[src/rtl/regfile_mp_sb.sv]
// regfile_mp_sb: multi-read, dual-write register file with per-register
// pending (busy) scoreboard for the decode/writeback stages.
//
// Ports
//   clk          clock, all state updates on posedge
//   reset        synchronous active-low reset
//   rd_addr      NUM_RD packed read addresses, port k at [k*ADDR_W +: ADDR_W]
//   rd_data      NUM_RD packed read data (combinational, write-bypassed)
//   rd_busy      per read port: register pending and not written this cycle
//   wr0_*        primary write port (ALU writeback), wins on address clash
//   wr1_*        secondary write port (load/late writeback)
//   issue_en/issue_addr  mark destination register pending
//   flush        clear every busy bit
//   busy_vec     registered busy bits
//   pending_cnt  registered population count of busy_vec
//   wr_conflict  registered pulse: both ports wrote the same register last cycle
module regfile_mp_sb #(
  parameter int unsigned DATA_W   = 32,
  parameter int unsigned ADDR_W   = 5,
  parameter int unsigned NUM_RD   = 2,
  parameter int unsigned ZERO_REG = 1
) (
  input  logic                       clk,
  input  logic                       reset,
  input  logic [NUM_RD*ADDR_W-1:0]   rd_addr,
  output logic [NUM_RD*DATA_W-1:0]   rd_data,
  output logic [NUM_RD-1:0]          rd_busy,
  input  logic                       wr0_en,
  input  logic [ADDR_W-1:0]          wr0_addr,
  input  logic [DATA_W-1:0]          wr0_data,
  input  logic                       wr1_en,
  input  logic [ADDR_W-1:0]          wr1_addr,
  input  logic [DATA_W-1:0]          wr1_data,
  input  logic                       issue_en,
  input  logic [ADDR_W-1:0]          issue_addr,
  input  logic                       flush,
  output logic [(1<<ADDR_W)-1:0]     busy_vec,
  output logic [ADDR_W:0]            pending_cnt,
  output logic                       wr_conflict
);

  localparam int unsigned DEPTH = 1 << ADDR_W;
  localparam int unsigned CNT_W = ADDR_W + 1;
  localparam bit          HAS_Z = (ZERO_REG != 0);

  // Storage and scoreboard state
  logic [DEPTH-1:0][DATA_W-1:0] r_mem;
  logic [DEPTH-1:0]             r_busy;
  logic [CNT_W-1:0]             r_cnt;
  logic                         r_conflict;

  logic             w_wr0_eff;
  logic             w_wr1_eff;
  logic             w_issue_eff;
  logic             w_conflict;
  logic [DEPTH-1:0] w_busy_nxt;
  logic [CNT_W-1:0] w_cnt_nxt;

  // Effective write/issue qualifiers; register 0 is excluded when hardwired
  assign w_wr0_eff   = wr0_en   && !(HAS_Z && (wr0_addr   == '0));
  assign w_wr1_eff   = wr1_en   && !(HAS_Z && (wr1_addr   == '0));
  assign w_issue_eff = issue_en && !(HAS_Z && (issue_addr == '0));
  assign w_conflict  = w_wr0_eff && w_wr1_eff && (wr0_addr == wr1_addr);

  // Scoreboard next state: write clears, issue (newer producer) sets, flush clears all
  always_comb begin
    w_busy_nxt = r_busy;
    if (w_wr0_eff)   w_busy_nxt[wr0_addr]   = 1'b0;
    if (w_wr1_eff)   w_busy_nxt[wr1_addr]   = 1'b0;
    if (w_issue_eff) w_busy_nxt[issue_addr] = 1'b1;
    if (flush)       w_busy_nxt             = '0;
  end

  // Population count of the next busy vector so pending_cnt tracks busy_vec exactly
  always_comb begin
    w_cnt_nxt = '0;
    for (int unsigned a = 0; a < DEPTH; a++) begin
      w_cnt_nxt = w_cnt_nxt + CNT_W'(w_busy_nxt[a]);
    end
  end

  // State update; wr0 is applied last so it wins a same-address clash
  always_ff @(posedge clk) begin
    if (!reset) begin
      r_mem      <= '0;
      r_busy     <= '0;
      r_cnt      <= '0;
      r_conflict <= 1'b0;
    end else begin
      if (w_wr1_eff) r_mem[wr1_addr] <= wr1_data;
      if (w_wr0_eff) r_mem[wr0_addr] <= wr0_data;
      r_busy     <= w_busy_nxt;
      r_cnt      <= w_cnt_nxt;
      r_conflict <= w_conflict;
    end
  end

  assign busy_vec    = r_busy;
  assign pending_cnt = r_cnt;
  assign wr_conflict = r_conflict;

  // Per-port combinational read with same-cycle write bypass
  for (genvar g = 0; g < NUM_RD; g++) begin : g_rd
    logic [ADDR_W-1:0] w_ra;
    logic              w_hit0;
    logic              w_hit1;
    logic              w_zero;
    logic [DATA_W-1:0] w_rdata;

    assign w_ra   = rd_addr[g*ADDR_W +: ADDR_W];
    assign w_hit0 = w_wr0_eff && (wr0_addr == w_ra);
    assign w_hit1 = w_wr1_eff && (wr1_addr == w_ra);
    assign w_zero = HAS_Z && (w_ra == '0);

    always_comb begin
      w_rdata = r_mem[w_ra];
      if (w_hit1)           w_rdata = wr1_data;
      if (w_hit0)           w_rdata = wr0_data;
      if (w_zero || !reset) w_rdata = '0;
    end

    assign rd_data[g*DATA_W +: DATA_W] = w_rdata;
    // A write landing this cycle satisfies the pending read
    assign rd_busy[g] = reset && !w_zero && r_busy[w_ra] && !w_hit0 && !w_hit1;
  end

endmodule

[config.mk]
export PLATFORM = sky130hd
export DESIGN_NAME = regfile_mp_sb
export DESIGN_NICKNAME = d
export VERILOG_FILES = /design/src/rtl/regfile_mp_sb.sv
export SDC_FILE = /design/constraint.sdc
export NUM_CORES = 2
export LEC_CHECK = 0
export CAP_MARGIN = 10
export CORE_MARGIN = 10
export CORE_UTILIZATION = 35
export DETAILED_ROUTE_END_ITERATION = 6
export REMOVE_ABC_BUFFERS = 1
export SLEW_MARGIN = 20
export SYNTH_ARGS = -nofsm -noshare
export SYNTH_HDL_FRONTEND = slang
export SYNTH_SLANG_ARGS = --single-unit
[constraint.sdc]
create_clock -name clk -period 6.7 [get_ports clk]
set_input_delay 1.675 -clock clk [delete_from_list [all_inputs] [get_ports clk]]
set_output_delay 1.675 -clock clk [all_outputs]
set_load 0.03 [all_outputs]
Yosys cells after proc, flatten, opt, wreduce, memory -nomap -nowiden:

Cells that the tools add are included.

* add/subtract/negate cells: 31
* order comparisons: 8
* eq/ne operators: 5
* muxes and demuxes: 33
* bitwise gates (word level): 5
* reduce and logical (&&, ||, !) cells: 37

Operators by type and width (number)
* 1024-bit 2-to-1 mux: 3
* 1024-bit bitwise mux: 2
* 32-bit 2-to-1 mux: 14
* 32-bit binary-select mux with 5-bit select: 2
* 32-bit demux with 5-bit select: 2
* 6-bit by 1-bit adder with 6-bit output: 26
* 32-bit AND: 2
* 32-bit inverter: 2
* 32-bit OR: 1
* 5-bit by 6-bit less-than comparator with 1-bit output, second input constant: 5
* 5-bit equality test: 5
* 5-bit logical NOT: 5
* 1-bit logical AND: 20
* 1-bit demux with 5-bit select: 3
* 5-bit by 1-bit greater-or-equal comparator with 1-bit output, second input constant: 3
* 1-bit binary-select mux with 5-bit select: 2
* 1-bit logical NOT: 10
* 5-bit by 1-bit adder with 6-bit output: 1
* 4-bit by 1-bit adder with 5-bit output: 1
* 1-bit 2-to-1 mux: 5
* 3-bit by 1-bit adder with 4-bit output: 1
* 2-bit by 1-bit adder with 3-bit output: 1
* 1-bit by 1-bit adder with 2-bit output: 1
* 1-bit logical OR: 2

* bits in registers: 1063
* input port bits: 95
* output and inout port bits: 105
* word-level logic and storage cells: 154

Depth between registers and ports, before layout:

* depth in word-level cells: 43
* depth in mapped cells: 24
* mapped depth without buffers: 23

Worst setup path after synthesis:

No wires, ideal clock.

* kind: input port to flip-flop
* start point: in wr0_addr[3]
* end point: reg r_cnt[4] (netlist: pending_cnt[4])
* setup time: 0.128 ns
* arrival time: 6.893 ns
* data required time: 6.572 ns
* setup slack: -0.321 ns
* stages: 22
* path buffers: 2
* cells stage by stage: clkbuf_1 -> nor3b_1 -> nand2_1 -> clkbuf_1 -> a32oi_1 -> nor2_1 -> fa_1 -> fa_1 -> fa_1 -> fa_1 -> fa_1 -> inv_1 -> fa_1 -> inv_1 -> ha_1 -> inv_1 -> fa_1 -> inv_1 -> a21o_1 -> a21oi_1 -> xor2_1 -> nor2_1

* elaborated cells between the ends (all ways): 47
* classes of those cells: 31 x add/sub; 2 x order compare; 6 x mux; 4 x bitwise; 4 x reduce/logical

RTL lines
* start: declaration: RTL line 29 `input logic [ADDR_W-1:0] wr0_addr,`
* 5-bit by 6-bit less-than comparator with 1-bit output (implied by the code) / 5-bit by 1-bit greater-or-equal comparator with 1-bit output (equally long branches): RTL line 68 `if (w_wr0_eff) w_busy_nxt[wr0_addr] = 1'b0;`
* 1-bit logical AND (implied by the code): RTL line 68
* 1-bit 2-to-1 mux (implied by the code): RTL line 68
* 1-bit demux with 5-bit select: RTL line 68
* 32-bit inverter (no source line)
* 32-bit AND (no source line)
* 32-bit 2-to-1 mux *: RTL line 68
* 32-bit AND (no source line)
* 32-bit 2-to-1 mux *: RTL line 69 `if (w_wr1_eff) w_busy_nxt[wr1_addr] = 1'b0;`
* 32-bit OR (no source line)
* 32-bit 2-to-1 mux *: RTL line 70 `if (w_issue_eff) w_busy_nxt[issue_addr] = 1'b1;`
* 32-bit 2-to-1 mux *: RTL line 71 `if (flush) w_busy_nxt = '0;`
* via w_busy_nxt[11]: RTL line 56 `logic [DEPTH-1:0] w_busy_nxt;`
* 6-bit by 1-bit adder with 6-bit output * (21 in a row): RTL line 78 `w_cnt_nxt = w_cnt_nxt + CNT_W'(w_busy_nxt[a]);`
* end signal: assignment: RTL line 93 `r_cnt <= w_cnt_nxt;`
* end: declaration: RTL line 49 `logic [CNT_W-1:0] r_cnt;`

Mark *: on every way through the listed nets, which the timed path passes. The rest lies on a longest branch.
A chain may end at the register's enable or synchronous reset.

Final worst setup path:

* start point: in rd_addr[9]
* end point: out rd_data[60]

* word-level cells in the longest chain between the ends: 5
* elaborated cells between the ends (all ways): 11
* classes of those cells: 2 x eq/ne; 5 x mux; 4 x reduce/logical

RTL lines
* start: declaration: RTL line 25 `input logic [NUM_RD*ADDR_W-1:0] rd_addr,`
* 32-bit binary-select mux with 5-bit select / 5-bit equality test (equally long branches): RTL line 116, 112
* 32-bit 2-to-1 mux (implied by the code) / 1-bit logical AND (equally long branches): RTL line 116, 112
* 32-bit 2-to-1 mux: RTL line 117 `if (w_hit1) w_rdata = wr1_data;`
* 32-bit 2-to-1 mux: RTL line 118 `if (w_hit0) w_rdata = wr0_data;`
* 32-bit 2-to-1 mux *: RTL line 119 `if (w_zero || !reset) w_rdata = '0;`
* end: declaration: RTL line 26 `output logic [NUM_RD*DATA_W-1:0] rd_data,`

Every way passes the cells marked *; elsewhere a longest branch is shown, timed or not. The select of a mux whose other input is x is not followed.

==> results_dict.tcl <==
set metrics [dict create \
    hp-class "reg -> reg" \
    syn_area_per_cell_um2 8.704 \
    drive_gt1_frac 0.1326 \
    stdcell_count 9969 \
    placed_cell_area_mm2 0.07219 \
    netlist_top_cells_area "dfxtp_1 32%, mux2i_1 24%, a211oi_1 8.4%" \
    synth.cell_area_mm2 0.06610 \
    power_switching_mw 4.439 \
    row_count 159 \
    die_w_um 454.6 \
    die_area_mm2 0.2066 \
    crit_top_cell "buf_4" \
    finalHoldViolations 0 \
    cts_tree "yes" \
    ff2ff_path_depth 18 \
    crit_type "in -> out" \
    grt_setup_unrepaired "yes" \
    power_density_mw_per_mm2 202.1 \
    drtAntennaViolNets 0 \
    post-route-period-util 1.013 \
    port_buffers 199 \
    arrival_ns 5.11 \
    r2r_end "pending_cnt[4]" \
    wl_met2_um 133600 \
    via_per_inst 6.482 \
    p_int_mw 11.01 \
    fin_crit_ns 6.789 \
    fin_area_mm2 0.07645 \
    clkSlewWorstSetupHoldPaths_ns 0.06 \
    cpPeakStageDelay_ns 0.62 \
    met3_length_um 31800 \
    clockBufferDepth 3 \
    dr.pass1.iters 7 \
    status "finished with violations" \
    hpwlAfterDp_um 184500 \
    path_delay_family "buffers and inverters" \
    cts_hold_buf 0 \
    synthCells 7594 \
    crit_chain "clkdlybuf4s50_1 -> buf_4 -> buf_4 -> nand4b_1 -> buf_4 -> buf_4 -> o22ai_1 -> nor2_1 -> nand2_1 -> nor3_1 -> o21ai_1 -> buf_4 -> buf_12" \
    ys_warn_count 0 \
    p_leak_nw 28.88 \
    tightest_slew_ns 1.253 \
    drt-initial-drc-count 8139 \
    synth-main-ff-cell "dfxtp_1" \
    synth_edf_count 0 \
    worstSkewPairLatency_ns 0.77 \
    core_area_mm2 0.1878 \
    met1_length_um 118100 \
    yosysSeqAreaShare 0.3220 \
    ys_types 65 \
    die_h_um 454.6 \
    nFillCells 18230 \
    relSlewSlack 0.1648 \
    globalplace.congestion 0.9164 \
    grt_usage 0.2859 \
    clock_skew_ns 0.06120 \
    worst-path-max-fanout 12 \
    sw_frac_of_total 0.2873 \
    maxSlewViolCount 0 \
    failed_checks "design-rule violations, negative setup slack" \
    grt_first_pass_wirelength_um 442700 \
    p_comb_frac 0.137 \
    initial_core_util 0.3520 \
    layout_commonest_cell "mux2i_1" \
    highest_layer "met5" \
    hold_path_depth 1 \
    antenna_found_initial 23 \
    pwr-share-seq 0.423 \
    fin_nets 7486 \
    synth_top_area_frac 0.3220 \
    dpl.cell_count 9726 \
    fmax_ghz 0.1473 \
    fin_ws_ns -0.08911 \
    htree_levels 3 \
    crit_slowest_cell "nor3_1" \
    whs_endpoint "r_mem[18]" \
    first_global_vias 61740 \
    pin_count 200 \
    clkSinkCount 1063 \
    r2r_setup_slack_ns 1.23 \
    multi_input_area_mm2 0.04086 \
    mostFrequentLayoutCells "1553 x mux2i_1, 1126 x nor2_1, 1063 x dfxtp_1" \
    synthArstFlopShare 0 \
    cp-start-kind "input port" \
    synth_seq_cells 1063 \
    end_kind "primary output" \
    rr_startpoint "busy_vec[13]" \
    total_power_mw 15.45 \
    regArea_mm2 0.02128 \
    wl_um 310300 \
    path_buf_inv 7 \
    ir_drop_mv 0.2318 \
    cap_violations 0 \
    cts_root_buf "clkbuf_16" \
    drc 2 \
    p_clk_frac 0.440 \
    numCtsBuffers 119 \
    vias 64620 \
    hold_start "r_mem[18]" \
    worstPathRequired_ns 5.03 \
    utilization 0.4071 \
    routedWlPerCell_um 31.13 \
    grt_max_degree 207 \
    area_growth_pct 15.65 \
    setup-violations-final 1 \
    yosys.area.top_type "dfxtp_1" \
    overflow 0 \
]
==> through the flow <==
stage | setup TNS [ns] | setup WS (ns) | hold slack (ns)
2_1_floorplan | -3350.17 | -5.219 | 0.4431
3_5_place_dp | -5.443 | -1.029 | 0.4664
6_report | -0.08911 | -0.08911 | 0.4880
4_1_cts | 0 | 0.004138 | 0.4866
3_3_place_gp | -5.594 | -1.175 | 0.4555
5_1_grt | -0.1119 | -0.1119 | 0.4984
==> layout make-up <==
| type | count | share of cell area |
|---|---|---|
| multi-input cells | 5481 | 0.5345 |
| flip-flops and latches | 1063 | 0.2784 |
| repair buffers | 669 | 0.09195 |
| clock buffers | 178 | 0.04632 |
| well taps | 2495 | 0.04084 |
| clock inverters | 36 | 0.005974 |
| inverters | 26 | 0.001375 |
| diodes | 21 | 0.0006874 |
==> cell usage after synthesis (57+ instances only) <==
master    count
a211oi_1    736
a221oi_1     93
a22oi_1      71
a311oi_1    256
a31oi_1      63
buf_1        97
buf_2       147
clkbuf_1    684
dfxtp_1    1063
mux2i_1    1553
mux4_2      126
nand2_1     419
nand3_1     269
nor2_1     1132
nor3_1       57
o21ai_1     123
o22ai_1     250
==> power by group through the flow <==
| stage | registers (mW) | clock network, mW | logic (mW) |
|---|---|---|---|
| floorplan | 6.65 | 0 | 0.797 |
| finish | 6.53 | 6.80 | 2.12 |
| detailed placement | 6.67 | 0 | 2.04 |
| CTS | 6.53 | 6.82 | 2.05 |
| global route | 6.54 | 7.08 | 2.17 |
| global placement | 6.66 | 0 | 2.03 |
==> kinds of logic after synthesis <==
group,count (synthesis),share of synthesized area
AO/OA/AOI/OAI,1703,0.1887
XOR/XNOR,27,0.003578
adder cells (fa/ha/maj),31,0.008594
buffers and inverters,1050,0.06792
flip-flops,1063,0.3220
multiplexers,1679,0.2781
AND/OR/NAND/NOR,2041,0.1311
==> worst reg2reg max path, cell delays in order, from the launching register on <==
cell	delay, ns
dfxtp_1	0.79
nand3b_1	0.23
a21oi_2	0.24
fa_1	0.48
fa_1	0.52
fa_1	0.44
fa_1	0.51
fa_1	0.51
inv_1	0.05
fa_1	0.48
inv_1	0.05
ha_1	0.19
inv_1	0.07
fa_2	0.21
inv_1	0.04
a21o_1	0.18
a21oi_2	0.15
xor2_1	0.15
nor2_1	0.05
==> metal layers <==
layer / up-vias / GRT usage
met3: 1254 / 0.07057
met1: 31440 / 0.3503
met5: - / 0
met2: 4239 / 0.4317
li1: 27680 / -
met4: 6 / 0.2159
==> registers in the layout, summed over array words and instances (netlist names) <==
signal	cells
wr_conflict	1
pending_cnt	6
busy_vec	32
r_mem	1024
==> worst max-delay path by stage <==
stage | startpoint | end | slack, ns | cells past startpoint
final | rd_addr[9] | rd_data[60] | -0.09 | 13
after global routing | wr0_addr[4] | pending_cnt[4] | -0.11 | 25
after CTS | wr0_addr[4] | pending_cnt[4] | 0.004 | 25
after detailed placement | wr1_addr[2] | pending_cnt[4] | -1.03 | 24
after global placement | wr1_addr[2] | pending_cnt[4] | -1.18 | 24
after floorplan | wr1_addr[2] | pending_cnt[4] | -5.22 | 21
==> timing repair <==
item                                    4_1_cts  5_1_grt
resized for setup                            15       24
pin swaps                                     0        6
endpoints found under the setup margin       16       17
setup buffers                                 0        7
Note: power is estimated with default switching activity, not from simulation.
